===== src/rtl/button_conditioner_if.sv =====
// Button bundle between raw push-button inputs and the conditioned strobes.
// The master side supplies raw levels; the slave side (the conditioner) returns debounced outputs.
interface button_conditioner_if #(
   parameter int unsigned N_BTN = 8
);
   logic [N_BTN-1:0] btn_raw;
   logic [N_BTN-1:0] btn_level;
   logic [N_BTN-1:0] btn_press;
   logic [N_BTN-1:0] btn_release;
   logic [N_BTN-1:0] btn_action;

   modport master (
      output btn_raw,
      input  btn_level,
      input  btn_press,
      input  btn_release,
      input  btn_action
   );

   modport slave (
      input  btn_raw,
      output btn_level,
      output btn_press,
      output btn_release,
      output btn_action
   );
endinterface


===== src/rtl/button_conditioner.sv =====
// Per-lane 2-FF synchroniser, counter debounce, press/release pulses and hold-to-repeat strobes.
// All lanes are independent; everything runs on clk_100.
module button_conditioner #(
   parameter int unsigned      N_BTN         = 8,
   parameter int unsigned      DB_CYCLES     = 1_000_000,
   parameter int unsigned      REPEAT_DELAY  = 40_000_000,
   parameter int unsigned      REPEAT_PERIOD = 10_000_000,
   parameter logic [N_BTN-1:0] REPEAT_MASK   = '1
) (
   input  logic                 clk_100,
   input  logic                 reset,
   button_conditioner_if.slave  btn
);

   localparam int unsigned DB_W   = $clog2(DB_CYCLES + 1);
   localparam int unsigned RP_MAX = (REPEAT_DELAY > REPEAT_PERIOD) ? REPEAT_DELAY : REPEAT_PERIOD;
   localparam int unsigned RP_W   = $clog2(RP_MAX + 1);

   localparam logic [DB_W-1:0] DB_TERM = DB_W'(DB_CYCLES - 1);
   localparam logic [RP_W-1:0] RD_TERM = RP_W'(REPEAT_DELAY - 1);
   localparam logic [RP_W-1:0] RP_TERM = RP_W'(REPEAT_PERIOD - 1);

   typedef enum logic [1:0] {
      IDLE,
      HOLD,
      REPEAT
   } rp_state_t;

   logic [N_BTN-1:0] sync_s1;
   logic [N_BTN-1:0] sync_s2;

   always_ff @(posedge clk_100 or posedge reset) begin
      if (reset) begin
         sync_s1 <= '0;
         sync_s2 <= '0;
      end else begin
         sync_s1 <= btn.btn_raw;
         sync_s2 <= sync_s1;
      end
   end

   for (genvar g = 0; g < N_BTN; g++) begin : g_lane
      logic            level_q;
      logic            press_q;
      logic            release_q;
      logic            action_q;
      logic [DB_W-1:0] db_cnt_q;
      logic [DB_W-1:0] db_cnt_d;
      logic            rise_evt;
      logic            fall_evt;
      logic            rep_evt;

      // Terminal compare uses >= so a corrupted count can only flip, never wrap.
      always_comb begin
         db_cnt_d = '0;
         rise_evt = 1'b0;
         fall_evt = 1'b0;
         if (sync_s2[g] != level_q) begin
            if (db_cnt_q >= DB_TERM) begin
               rise_evt = sync_s2[g];
               fall_evt = ~sync_s2[g];
            end else begin
               db_cnt_d = db_cnt_q + DB_W'(1);
            end
         end
      end

      always_ff @(posedge clk_100 or posedge reset) begin
         if (reset) begin
            db_cnt_q  <= '0;
            level_q   <= 1'b0;
            press_q   <= 1'b0;
            release_q <= 1'b0;
            action_q  <= 1'b0;
         end else begin
            db_cnt_q <= db_cnt_d;
            if (rise_evt || fall_evt) begin
               level_q <= sync_s2[g];
            end
            press_q   <= rise_evt;
            release_q <= fall_evt;
            action_q  <= rise_evt | rep_evt;
         end
      end

      if (REPEAT_MASK[g]) begin : g_rep
         rp_state_t       st_q;
         rp_state_t       st_d;
         logic [RP_W-1:0] rp_cnt_q;
         logic [RP_W-1:0] rp_cnt_d;

         // Release is decoded first so it overrides a repeat due on the same edge.
         always_comb begin
            st_d     = st_q;
            rp_cnt_d = rp_cnt_q;
            rep_evt  = 1'b0;
            if (fall_evt) begin
               st_d     = IDLE;
               rp_cnt_d = '0;
            end else begin
               case (st_q)
                  IDLE: begin
                     if (rise_evt) begin
                        st_d     = HOLD;
                        rp_cnt_d = '0;
                     end
                  end
                  HOLD: begin
                     if (rp_cnt_q >= RD_TERM) begin
                        rep_evt  = 1'b1;
                        st_d     = REPEAT;
                        rp_cnt_d = '0;
                     end else begin
                        rp_cnt_d = rp_cnt_q + RP_W'(1);
                     end
                  end
                  REPEAT: begin
                     if (rp_cnt_q >= RP_TERM) begin
                        rep_evt  = 1'b1;
                        rp_cnt_d = '0;
                     end else begin
                        rp_cnt_d = rp_cnt_q + RP_W'(1);
                     end
                  end
                  default: begin
                     st_d     = IDLE;
                     rp_cnt_d = '0;
                  end
               endcase
            end
         end

         always_ff @(posedge clk_100 or posedge reset) begin
            if (reset) begin
               st_q     <= IDLE;
               rp_cnt_q <= '0;
            end else begin
               st_q     <= st_d;
               rp_cnt_q <= rp_cnt_d;
            end
         end
      end else begin : g_norep
         assign rep_evt = 1'b0;
      end

      assign btn.btn_level[g]   = level_q;
      assign btn.btn_press[g]   = press_q;
      assign btn.btn_release[g] = release_q;
      assign btn.btn_action[g]  = action_q;
   end

endmodule


===== src/flat_wrapper.sv =====
// flat-port wrapper written by rule: the top's interface ports become plain ports
module button_conditioner_flat 
#(
   parameter int unsigned      N_BTN         = 8,
   parameter int unsigned      DB_CYCLES     = 1_000_000,
   parameter int unsigned      REPEAT_DELAY  = 40_000_000,
   parameter int unsigned      REPEAT_PERIOD = 10_000_000,
   parameter logic [N_BTN-1:0] REPEAT_MASK   = '1
)
  (clk_100, reset, btn_btn_raw, btn_btn_level, btn_btn_press, btn_btn_release, btn_btn_action);
  button_conditioner_if #(.N_BTN(N_BTN)) btn_i ();
  input  logic clk_100;
  input  logic reset;
  input wire logic [$bits(btn_i.btn_raw)-1:0] btn_btn_raw;
  output wire logic [$bits(btn_i.btn_level)-1:0] btn_btn_level;
  output wire logic [$bits(btn_i.btn_press)-1:0] btn_btn_press;
  output wire logic [$bits(btn_i.btn_release)-1:0] btn_btn_release;
  output wire logic [$bits(btn_i.btn_action)-1:0] btn_btn_action;
  assign btn_i.btn_raw = btn_btn_raw;
  assign btn_btn_level = btn_i.btn_level;
  assign btn_btn_press = btn_i.btn_press;
  assign btn_btn_release = btn_i.btn_release;
  assign btn_btn_action = btn_i.btn_action;
  button_conditioner #(.N_BTN(N_BTN), .DB_CYCLES(DB_CYCLES), .REPEAT_DELAY(REPEAT_DELAY), .REPEAT_PERIOD(REPEAT_PERIOD), .REPEAT_MASK(REPEAT_MASK)) u_core (.clk_100(clk_100), .reset(reset), .btn(btn_i));
endmodule

===== config.mk =====
export PLATFORM = sky130hd
export DESIGN_NAME = button_conditioner_flat
export DESIGN_NICKNAME = d
export VERILOG_FILES = /design/src/rtl/button_conditioner_if.sv /design/src/rtl/button_conditioner.sv /design/src/flat_wrapper.sv
export SDC_FILE = /design/constraint.sdc
export NUM_CORES = 1
export LEC_CHECK = 0
export ABC_AREA = 0
export CORE_MARGIN = 1
export CORE_UTILIZATION = 45
export CTS_CLUSTER_SIZE = 28
export DETAILED_ROUTE_END_ITERATION = 6
export RECOVER_POWER = 100
export REMOVE_ABC_BUFFERS = 1
export SYNTH_ARGS = -nofsm -noshare
export SYNTH_HDL_FRONTEND = slang
export SYNTH_SLANG_ARGS = --single-unit

===== constraint.sdc =====
create_clock -name clk_100 -period 29.3 [get_ports clk_100]
set_input_delay 2.93 -clock clk_100 [delete_from_list [all_inputs] [get_ports clk_100]]
set_output_delay 2.93 -clock clk_100 [all_outputs]
set_load 0.03 [all_outputs]

* Word-level counts from Yosys, hierarchy flattened
Index checks and enable logic that the tools add are counted.
Word-level totals: register bits after elaboration 432, output and inout port bits 32, bits of input ports 10
Operators by class: bitwise logic cells 16, add/sub/neg operators 16, magnitude comparators 24, equal/unequal tests 48, reductions and logical operators 24, mux-type cells 152
Operators by type and width (number):
- $mux 26 | 32
- $pmux 26 s3 | 8
- $mux 20 | 16
- $add 26x1->26 const B | 8
- $ge 26x24->1 const B | 8
- $ge 26x26->1 const B | 8
- $add 20x1->20 const B | 8
- $ge 20x20->1 const B | 8
- $mux 1 | 56
- $mux 2 | 24
- $ne 3x1->1 const B | 16
- $pmux 2 s3 | 8
- $reduce_and 3->1 | 8
- $eq 2x1->1 const B | 8
- $eq 2x2->1 const B | 8
- $logic_not 2->1 | 8
- $ne 2x1->1 const B | 8
- $pmux 1 s2 | 8
- $logic_or 1x1->1 | 8
- $ne 1x1->1 | 8
- $not 1->1 | 8
- $or 1x1->1 | 8

* Longest topological paths before layout
Gate-level depths: netlist of the first run.
depth after elaboration 6, depth in mapped cells 11

* Least setup slack after synthesis of the first run
OpenSTA, ideal clock, no wires.
path kind reg-to-output, start register u_core.g_lane[3].level_q, end output btn_btn_level[3], path buffers 1, arrival 567 ps, setup slack 25803 ps, required time 26370 ps, stages on the path, launching flop included 2, path through dfrtp_1 > buf_4
RTL lines:
- from (decl) | RTL line button_conditioner.sv:43 | logic level_q;
- from (signal assigned) | RTL line button_conditioner.sv:78 | level_q <= sync_s2[g];
- to (decl) | RTL line flat_wrapper.sv:15 | output wire logic [$bits(btn_i.btn_level)-1:0] btn_btn_level;
No word-level cell between the ends.

==> results.yml, run 1 <==
status:
  status: "finished with violations"
  violations: "capacitance limit, slew limit"
critical_path:
  required_ns: 29.23
  r2r_cells: 7
  r2r_end: "u_core.g_lane[5].g_rep.rp_cnt_q[21]$_DFFE_PP0P_"
  worstPathCellList: "dlygate4sd3_1 > clkinvlp_2 > clkbuf_1 > clkbuf_1"
  cp_slowest_cell: "clkbuf_1"
  timing.rr.start: "u_core.g_lane[5].db_cnt_q[12]$_DFF_PP0_"
  cp_max_fo: 92
  startpoint_type: "primary input"
  crit_family: "buffers and inverters"
  worst_path_most_repeated_cell: "clkbuf_1"
  worst-setup-path-type: "primary input to asynchronous set/reset pin"
  cp-end-kind: "asynchronous set/reset pin"
  critPathMaxStageDelay_ns: 2.49
  crit_buf_inv: 4
  cp.arrival_ns: 10.68
  r2r_slack_ns: 24.37
route:
  viasPerCell: 5.73
  drt_iter0_drc: 1421
  wl_per_cell_um: 15.2
  detail_route.first_pass.iterations: 5
  vias: 18764
  ant_nets: 0
  wl_mm: 49.8
  drc: 0
clocking:
  cts_buffer_depth: 3
  numCtsBuffers: 50
  root_buffer: "clkbuf_16"
  cts_htree_levels: 2
  cts_tree: "yes"
  clk_pin_slew_ns: 0.05
  postCtsHoldBufs: 0
  postCtsSetupRepairBufs: 0
  ctsResizeCount: 0
  clock_latency_ns: 0.59
  cts.sinks: 432
min_path:
  min_from: "u_core.sync_s1[7]$_DFF_PP0_"
  worstHoldEndpoint: "u_core.sync_s2[7]$_DFF_PP0_"
  whs_path_depth: 0
  min_path_type: "flop to flop"
power:
  p_leak_uw: 0.0111
  p_per_area_nw_per_um2: 48.0
  ir_drop_mv: 0.0392
yosys:
  ys_seq_area_share_pct: 45.7
  synthDistinctLibCells: 94
  ys_warn_count: 0
  ys.flop_type: "dfrtp_1"
  syn-instance-count: 2594
  ys_async_sr_fraction_pct: 100
  synth_edf_count: 0
  synth_area_per_cell_um2: 9.13
  syn-cell-area_um2: 23700
  ys_ff_latch: 432
placed_design:
  dpl.hpwl_mm: 32.4
  gp_congestion: 0.830
  port_buffers: 41
sta:
  drv_slew: 500
  setup_violations: 0
  hold_viol_final: 0
  fin_worst_skew_ns: 0.0231
  setup_tns_ns: 0
  layout_min_cycle_time_ns: 10.75
  period_share_pct: 36.7
  fmax_mhz: 93.0
  tightest_slew_ns: 4.28
  hold_ws_ns: 0.347
  rsz0062_at_grt: "false"
  slew_headroom_pct: -186
die:
  die_x_um: 231
  rows: 83
  fp.coreArea_um2: 51600
  die_y_um: 231
  ios: 42
  floorplan.initialDensity_pct: 45.9
  dieArea_um2: 53500
grt:
  antenna_found_initial: 0
  grt_pass1_wl_mm: 87.4
  grt_util_all_layers_pct: 19.1
  first_global_vias: 18116
  grt_start_max_net_pins: 93
  grt-ovfl-total: 0
cells_and_area:
  insertedDiodeCount: 0
  area_growth_pct: 9.11
  regArea_um2: 10800
  final_common_cell: "dfrtp_1"
  layout.nets: 2618
  drive_gt1_share_pct: 4.47
  fillCellCount: 4753
  final_cell_mix: "432 x dfrtp_1, 321 x nor2_1, 259 x nand2_1, 160 x nand3_1, 99 x o21ai_0"
  multi_input_area_um2: 11800
flow_run:
  drv_cap: 8
-- per-stage QoR --
stage          instance area [um2]  setup WS [ns]  instances  utilization, %  power, uW
2_1_floorplan                23000          14.34       2454               -        630
3_3_place_gp                 24400          23.72       3188            47.2        638
5_1_grt                      25800          16.71       3275            50.1       1290
4_1_cts                      26000          24.27       3275            50.3       1260
6_report                     25800          18.55       3275            50.1       1240
3_5_place_dp                 24400          23.63       3188            47.2        639
-- routing by layer --
| metal | vias to the layer above | global-route usage [%] | part of all wire (%) |
|---|---|---|---|
| met5 | - | 0 | 0 |
| met4 | 0 | 4.49 | 1.5 |
| met3 | 60 | 2.94 | 3.6 |
| met2 | 253 | 31.6 | 47 |
| met1 | 9198 | 26.3 | 48 |
| li1 | 9253 | - | - |
-- synth_stat cells (10+ instances only) --
master      n  area share, %
buf_2      24           0.51
or2_2      19           0.50
dfrtp_1   432             46
nor2_1    317            5.0
xor2_1     90            3.3
a31oi_1    43            1.1
o311ai_1   20           0.74
a21o_1     47            1.5
and2_1     46            1.2
ha_1       48            2.5
nor2b_1    27           0.71
nor4_1     36           0.95
and4_1     20           0.74
nand2_1   258            4.1
a22o_1     77            2.8
nor3_1     67            1.4
or4_1      18           0.57
o21ai_0    76            1.6
xnor2_1    58            2.1
nand3_1   160            3.4
a21oi_1    48            1.0
inv_1      68            1.1
or3_1      34           0.90
a22oi_1    13           0.41
o31ai_1    37            1.2
o22ai_1    15           0.40
mux2i_1    11           0.46
o211ai_1   15           0.48
buf_4      35            1.1
nand2b_1   21           0.55
nand4_1    62            1.6
clkbuf_1   78            1.2
and3_1     78            2.1
a211oi_1   10           0.32
o21ai_1    38           0.80
-- state kept, by name (all words and copies together) (netlist names) --
signal / count
u_core.g_lane.g_rep.rp_cnt_q: 208
u_core.sync_s1: 8
u_core.g_lane.action_q: 8
u_core.g_lane.db_cnt_q: 160
u_core.g_lane.release_q: 8
u_core.g_lane.g_rep.st_q: 16
u_core.g_lane.press_q: 8
u_core.g_lane.level_q: 8
u_core.sync_s2: 8
-- worst register-to-register path, delay by kind of cell (launching register included) --
family | cells | cell delay (ns)
AO/OA/AOI/OAI | 5 | 2.96
AND/OR/NAND/NOR | 2 | 1.45
flip-flops | 1 | 0.41
-- where the power goes --
group          leakage (uW)  internal, uW  total, uW  switching, uW
logic               0.00435          4.18       22.1           17.9
clock network      0.000795           367        613            246
registers           0.00598           601        604           3.42
-- area by class of cell --
class / count / area share [%]
Tap cell: 680 / 3.29
Clock inverter: 15 / 0.634
Sequential cell: 432 / 41.8
Inverter: 68 / 0.993
Timing Repair Buffer: 54 / 1.82
Multi-Input combinational cell: 1954 / 45.8
Clock buffer: 72 / 5.59
-- logic make-up after synthesis --
kind of cell / after synthesis / synth area share, %
DFF: 432 / 45.7
AOI/OAI and AO/OA: 541 / 16.5
muxes: 19 / 0.845
buffers and inverters: 208 / 4.01
adders and majority gates: 48 / 2.54
xor gates and xnor gates: 148 / 5.47
and+or+nand+nor: 1198 / 24.9
-- worst max path at each step --
stage	end	cells after the start	startpoint
floorplan	u_core.g_lane[0].action_q$_DFF_PP0_	1	reset
global placement	u_core.g_lane[6].g_rep.rp_cnt_q[15]$_DFFE_PP0P_	4	reset
detailed placement	u_core.g_lane[6].g_rep.rp_cnt_q[15]$_DFFE_PP0P_	4	reset
CTS	u_core.g_lane[4].g_rep.rp_cnt_q[18]$_DFFE_PP0P_	4	reset
global route	u_core.g_lane[6].level_q$_DFFE_PP0P_	4	reset
finish	u_core.g_lane[6].level_q$_DFFE_PP0P_	4	reset
Power figures use the tool's default switching activity.
==> inputs of run 2 (changes only) <==
==> constraint.sdc (replaced) <==
create_clock -name clk_100 -period 8.6 [get_ports clk_100]
set_input_delay 0.86 -clock clk_100 [delete_from_list [all_inputs] [get_ports clk_100]]
set_output_delay 0.86 -clock clk_100 [all_outputs]
set_load 0.03 [all_outputs]
==> run 2 against run 1 <==
Compared with the run above:
- the flow still finishes with violations (capacitance limit, slew limit)
- clock-buffer cell count shrank 2
- global-route usage is essentially flat
- final area grew 0.89%
- clock skew shrank 0.0045 ns
- sequential power grew to 3.4 times the previous value
- critical path depth shrank 1
- largest cell class unchanged
- highest routed layer unchanged
==> results.yml, run 2 (same netlist as run 1, synthesis figures left out) <==
placed_design:
  gp_congestion: 0.877
  dp.cells: 3188
  pre_cts_ws_ns: 5.09
  port_buffers: 41
  dpl.hpwl_mm: 32.7
  dpl_cell_area_um2: 24400
sta:
  drv_slew: 179
  layout_min_cycle_time_ns: 5.12
  hold_ws_ns: 0.350
  rsz0062_at_grt: "false"
  layout_setup_ws_ns: 3.48
  setup_violations: 0
  fin_worst_skew_ns: 0.0187
  setup_tns_ns: 0
  hold_viol_final: 0
  tightest_slew_ns: 3.77
  fmax_mhz: 195
  period_share_pct: 59.5
  slew_headroom_pct: -151
cells_and_area:
  largestRegisters: "u_core.g_lane.g_rep.rp_cnt_q x208, u_core.g_lane.db_cnt_q x160, u_core.g_lane.g_rep.st_q x16"
  drive_gt1_share_pct: 4.81
  area_growth_pct: 10.1
  top_register: "u_core.g_lane.g_rep.rp_cnt_q"
  stdcell_count: 3280
  largest_reg_flops: 208
  insertedDiodeCount: 0
  fin_area_um2: 26100
  layout.nets: 2619
  final_cell_mix: "432 x dfrtp_1, 321 x nor2_1, 259 x nand2_1, 160 x nand3_1, 101 x o21ai_0"
  fillCellCount: 4758
  final_common_cell: "dfrtp_1"
power:
  p_per_area_nw_per_um2: 172
  p_leak_uw: 0.0112
  ir_drop_mv: 0.157
status:
  violations: "capacitance limit, slew limit"
  status: "finished with violations"
min_path:
  min_path_type: "flop to flop"
route:
  vias: 18832
  wl_mm: 50.2
  wl_per_cell_um: 15.3
  detail_route.first_pass.iterations: 5
  ant_nets: 0
  drc: 0
  drt_iter0_drc: 1419
  viasPerCell: 5.74
clocking:
  root_buffer: "clkbuf_16"
  cts_buffer_depth: 3
  ctsResizeCount: 0
  postCtsHoldBufs: 0
  numCtsBuffers: 51
  clk_pin_slew_ns: 0.06
  cts_tree: "yes"
  cts.sinks: 432
  cts_htree_levels: 2
  postCtsSetupRepairBufs: 0
  clock_latency_ns: 0.59
critical_path:
  cp.arrival_ns: 4.94
  cp_max_fo: 134
  cp-end-kind: "asynchronous set/reset pin"
  worst-setup-path-type: "primary input to asynchronous set/reset pin"
  required_ns: 8.42
  startpoint_type: "primary input"
flow_run:
  drv_cap: 4
grt:
  grt_util_all_layers_pct: 19.1
  grt_pass1_wl_mm: 87.8
  antenna_found_initial: 0
  grt-ovfl-total: 0
  first_global_vias: 18211
  grt_start_max_net_pins: 135
die:
  die_y_um: 231
  fp.coreArea_um2: 51600
  die_x_um: 231
  floorplan.initialDensity_pct: 45.9
  ios: 42
  rows: 83
  dieArea_um2: 53500
-- run 2: layer usage --
layer	share of wire, %	GRT usage, %	vias up	wire length, um
met5	0	0	-	0
met4	2.1	5.86	0	1050
met3	3.2	2.67	80	1620
met2	47	31.2	279	23500
met1	48	26.3	9206	24100
li1	-	-	9267	-
-- run 2: layout make-up --
| cell class | count | area, um2 | area share (%) |
|---|---|---|---|
| inverters | 68 | 263 | 1.01 |
| multi-input cells | 1954 | 11800 | 45.4 |
| flip-flops and latches | 432 | 10800 | 41.5 |
| repair buffers | 54 | 494 | 1.90 |
| well taps | 680 | 851 | 3.26 |
| clock inverters | 22 | 344 | 1.32 |
| clock buffers | 70 | 1480 | 5.68 |
-- run 2: worst paths after layout --
kind	from	cells past startpoint	endpoint	slack, ns
max in group clk_100	u_core.g_lane[5].db_cnt_q[12]$_DFF_PP0_	7	u_core.g_lane[5].g_rep.rp_cnt_q[18]$_DFFE_PP0P_	3.79
worst min-delay path	u_core.sync_s1[3]$_DFF_PP0_	0	u_core.sync_s2[3]$_DFF_PP0_	0.35
worst max register to register	u_core.g_lane[5].db_cnt_q[12]$_DFF_PP0_	7	u_core.g_lane[5].g_rep.rp_cnt_q[18]$_DFFE_PP0P_	3.79
min in group asynchronous	reset	2	u_core.g_lane[3].action_q$_DFF_PP0_	0.99
worst min register to register	u_core.sync_s1[3]$_DFF_PP0_	0	u_core.sync_s2[3]$_DFF_PP0_	0.35
worst max-delay path	reset	3	u_core.g_lane[7].db_cnt_q[1]$_DFF_PP0_	3.48
-- run 2: worst max-delay path: stages --
cell and delay (ns):
dlygate4sd3_1 0.61, inv_8 0.65, clkbuf_1 2.70
-- run 2: power by group --
part | internal [uW] | switching [uW]
combinational | 15.2 | 61.4
sequential | 2050 | 11.4
clock | 1470 | 873
-- run 2: stage by stage --
stage | total power (uW) | utilization, %
after detailed placement | 2180 | 47.2
after global placement | 2170 | 47.2
after CTS | 4550 | 50.7
after global routing | 4640 | 50.5
after floorplan | 2150 | -
final | 4470 | 50.5
==> inputs of run 3 (changes only) <==
==> constraint.sdc (replaced) <==
create_clock -name clk_100 -period 4.41 [get_ports clk_100]
set_input_delay 0.441 -clock clk_100 [delete_from_list [all_inputs] [get_ports clk_100]]
set_output_delay 0.441 -clock clk_100 [all_outputs]
set_load 0.03 [all_outputs]
==> run 3 against run 2 <==
Compared with the run above:
- the run still ends with capacitance limit, slew limit left
- critical path depth increased by 6
- core utilization increased by 0.14 points
- combinational power up 100%
- clock skew grew 0.014 ns
- via count down 0.32%
- sequential power rose by 95%
- die area is the same
- clock-buffer cell count increased by 7
- flip-flop and latch count did not move
- clock power rose by 88%
- cell count rose by 0.12%
- largest power group unchanged
- highest routed layer unchanged
==> results.yml, run 3 (same netlist as run 1, synthesis figures left out) <==
cells_and_area:
  drive_gt1_share_pct: 5.34
  area_growth_pct: 10.4
  final_common_cell: "dfrtp_1"
  stdcell_count: 3284
  final_util_pct: 50.6
  largestRegisters: "u_core.g_lane.g_rep.rp_cnt_q x208, u_core.g_lane.db_cnt_q x160, u_core.g_lane.g_rep.st_q x16"
  top_register: "u_core.g_lane.g_rep.rp_cnt_q"
  multi_input_area_um2: 11900
  regArea_um2: 10800
  largest_reg_flops: 208
  fillCellCount: 4736
  insertedDiodeCount: 0
  layout.nets: 2625
  final_cell_mix: "432 x dfrtp_1, 321 x nor2_1, 259 x nand2_1, 160 x nand3_1, 97 x o21ai_0"
sta:
  slew_headroom_pct: -44.7
  rsz0062_at_grt: "false"
  layout_setup_ws_ns: 0.764
  fin_worst_skew_ns: 0.0326
  drv_slew: 95
  tightest_slew_ns: 2.17
  setup_violations: 0
  layout_min_cycle_time_ns: 3.65
  fmax_mhz: 274
  period_share_pct: 82.7
  hold_viol_final: 0
  setup_tns_ns: 0
route:
  drc: 0
  wl_per_cell_um: 15.4
  ant_nets: 0
  detail_route.first_pass.iterations: 5
  vias: 18772
  viasPerCell: 5.72
  wl_mm: 50.5
  drt_iter0_drc: 1495
placed_design:
  dp.cells: 3194
  pre_cts_ws_ns: 1.20
  dpl.hpwl_mm: 32.8
  port_buffers: 41
  gp_congestion: 0.885
critical_path:
  cp_slowest_cell: "clkbuf_1"
  cp_max_fo: 16
  worst-setup-path-type: "flop to flop"
  timing.rr.start: "u_core.g_lane[7].g_rep.rp_cnt_q[0]$_DFFE_PP0P_"
  worstPathCellList: "ha_1 > and4_1 > a311o_1 > a41oi_1 > o21ai_1 > a21oi_2 > clkbuf_1 > nand2_1 > o41ai_1"
  cp-startpoint: "u_core.g_lane[7].g_rep.rp_cnt_q[0]$_DFFE_PP0P_"
  critPathMaxStageDelay_ns: 0.63
  r2r_slack_ns: 0.76
  required_ns: 4.88
  crit_family: "compound AO/OA/AOI/OAI gates"
  startpoint_type: "flop"
  r2r_cells: 9
  crit_buf_inv: 1
  cp.arrival_ns: 4.12
  r2r_end: "u_core.g_lane[7].g_rep.rp_cnt_q[7]$_DFFE_PP0P_"
  cp-end-kind: "flop"
power:
  power_frac_clock_pct: 51.3
  intPower_uw: 6720
  p_leak_uw: 0.0113
  comb_power_share_pct: 1.8
  switching_share_pct: 21.4
  ir_drop_mv: 0.277
  finalPower_uw: 8560
  pwr-share-seq_pct: 46.9
  p_per_area_nw_per_um2: 327
  switchingPower_uw: 1830
die:
  die_x_um: 231
  dieArea_um2: 53500
  rows: 83
  fp.coreArea_um2: 51600
  floorplan.initialDensity_pct: 45.9
  ios: 42
  die_y_um: 231
clocking:
  cts_tree: "yes"
  ctsResizeCount: 0
  numCtsBuffers: 51
  clock_latency_ns: 0.60
  clk_pin_slew_ns: 0.06
  root_buffer: "clkbuf_16"
  cts.sinks: 432
  postCtsSetupRepairBufs: 0
  cts_htree_levels: 2
  cts_buffer_depth: 3
  postCtsHoldBufs: 0
grt:
  grt_start_max_net_pins: 99
  grt-ovfl-total: 0
  antenna_found_initial: 0
  grt_pass1_wl_mm: 88.3
  first_global_vias: 18468
  grt_util_all_layers_pct: 19.3
status:
  violations: "capacitance limit, slew limit"
  status: "finished with violations"
min_path:
  whs_path_depth: 0
  min_path_type: "flop to flop"
  worstHoldEndpoint: "u_core.sync_s2[6]$_DFF_PP0_"
  min_from: "u_core.sync_s1[6]$_DFF_PP0_"
flow_run:
  drv_cap: 1
## run 3: worst max path at each step
stage                                                            to  cells after the start
floorplan                       u_core.g_lane[0].action_q$_DFF_PP0_                      1
global placement    u_core.g_lane[5].g_rep.rp_cnt_q[24]$_DFFE_PP0P_                      7
detailed placement  u_core.g_lane[1].g_rep.rp_cnt_q[16]$_DFFE_PP0P_                      7
CTS                 u_core.g_lane[1].g_rep.rp_cnt_q[16]$_DFFE_PP0P_                      7
global route        u_core.g_lane[7].g_rep.rp_cnt_q[16]$_DFFE_PP0P_                      9
finish               u_core.g_lane[7].g_rep.rp_cnt_q[7]$_DFFE_PP0P_                      9
## run 3: area by class of cell
type	instances	area share (%)
Tap cell	680	3.25
Clock inverter	13	0.708
Clock buffer	77	6.06
Multi-Input combinational cell	1954	45.4
Sequential cell	432	41.4
Inverter	68	0.991
Timing Repair Buffer	60	2.19
## run 3: routing by layer
layer / global-route usage (%) / wire length [um] / share of wire (%) / vias up
li1: - / - / - / 9278
met1: 26.9 / 24500 / 48 / 9174
met2: 31.4 / 23500 / 47 / 259
met5: 0 / 0 / 0 / -
met4: 5.61 / 924 / 1.8 / 0
met3: 2.39 / 1570 / 3.1 / 61
## run 3: worst reg2reg max path, delay by kind of cell, from the launching register on
family                   cells  cell delay, ns
adder cells (fa/ha/maj)      1            0.25
flip-flops                   1            0.42
buffers and inverters        1            0.63
AO/OA/AOI/OAI                5            1.44
AND/OR/NAND/NOR              2            0.80
## run 3: power groups by stage
stage	registers (uW)	logic, uW	clock network, uW
2_1_floorplan	4080	106	0
3_3_place_gp	4080	165	0
3_5_place_dp	4080	168	0
4_1_cts	4010	169	4530
5_1_grt	4020	186	4680
6_report	4010	155	4390
## run 3: metrics by stage
stage	area [um2]	hold slack, ns
after global routing	26100	0.365
after detailed placement	24500	0.335
after global placement	24500	0.334
after CTS	26200	0.242
final	26100	0.347
after floorplan	23000	0.331
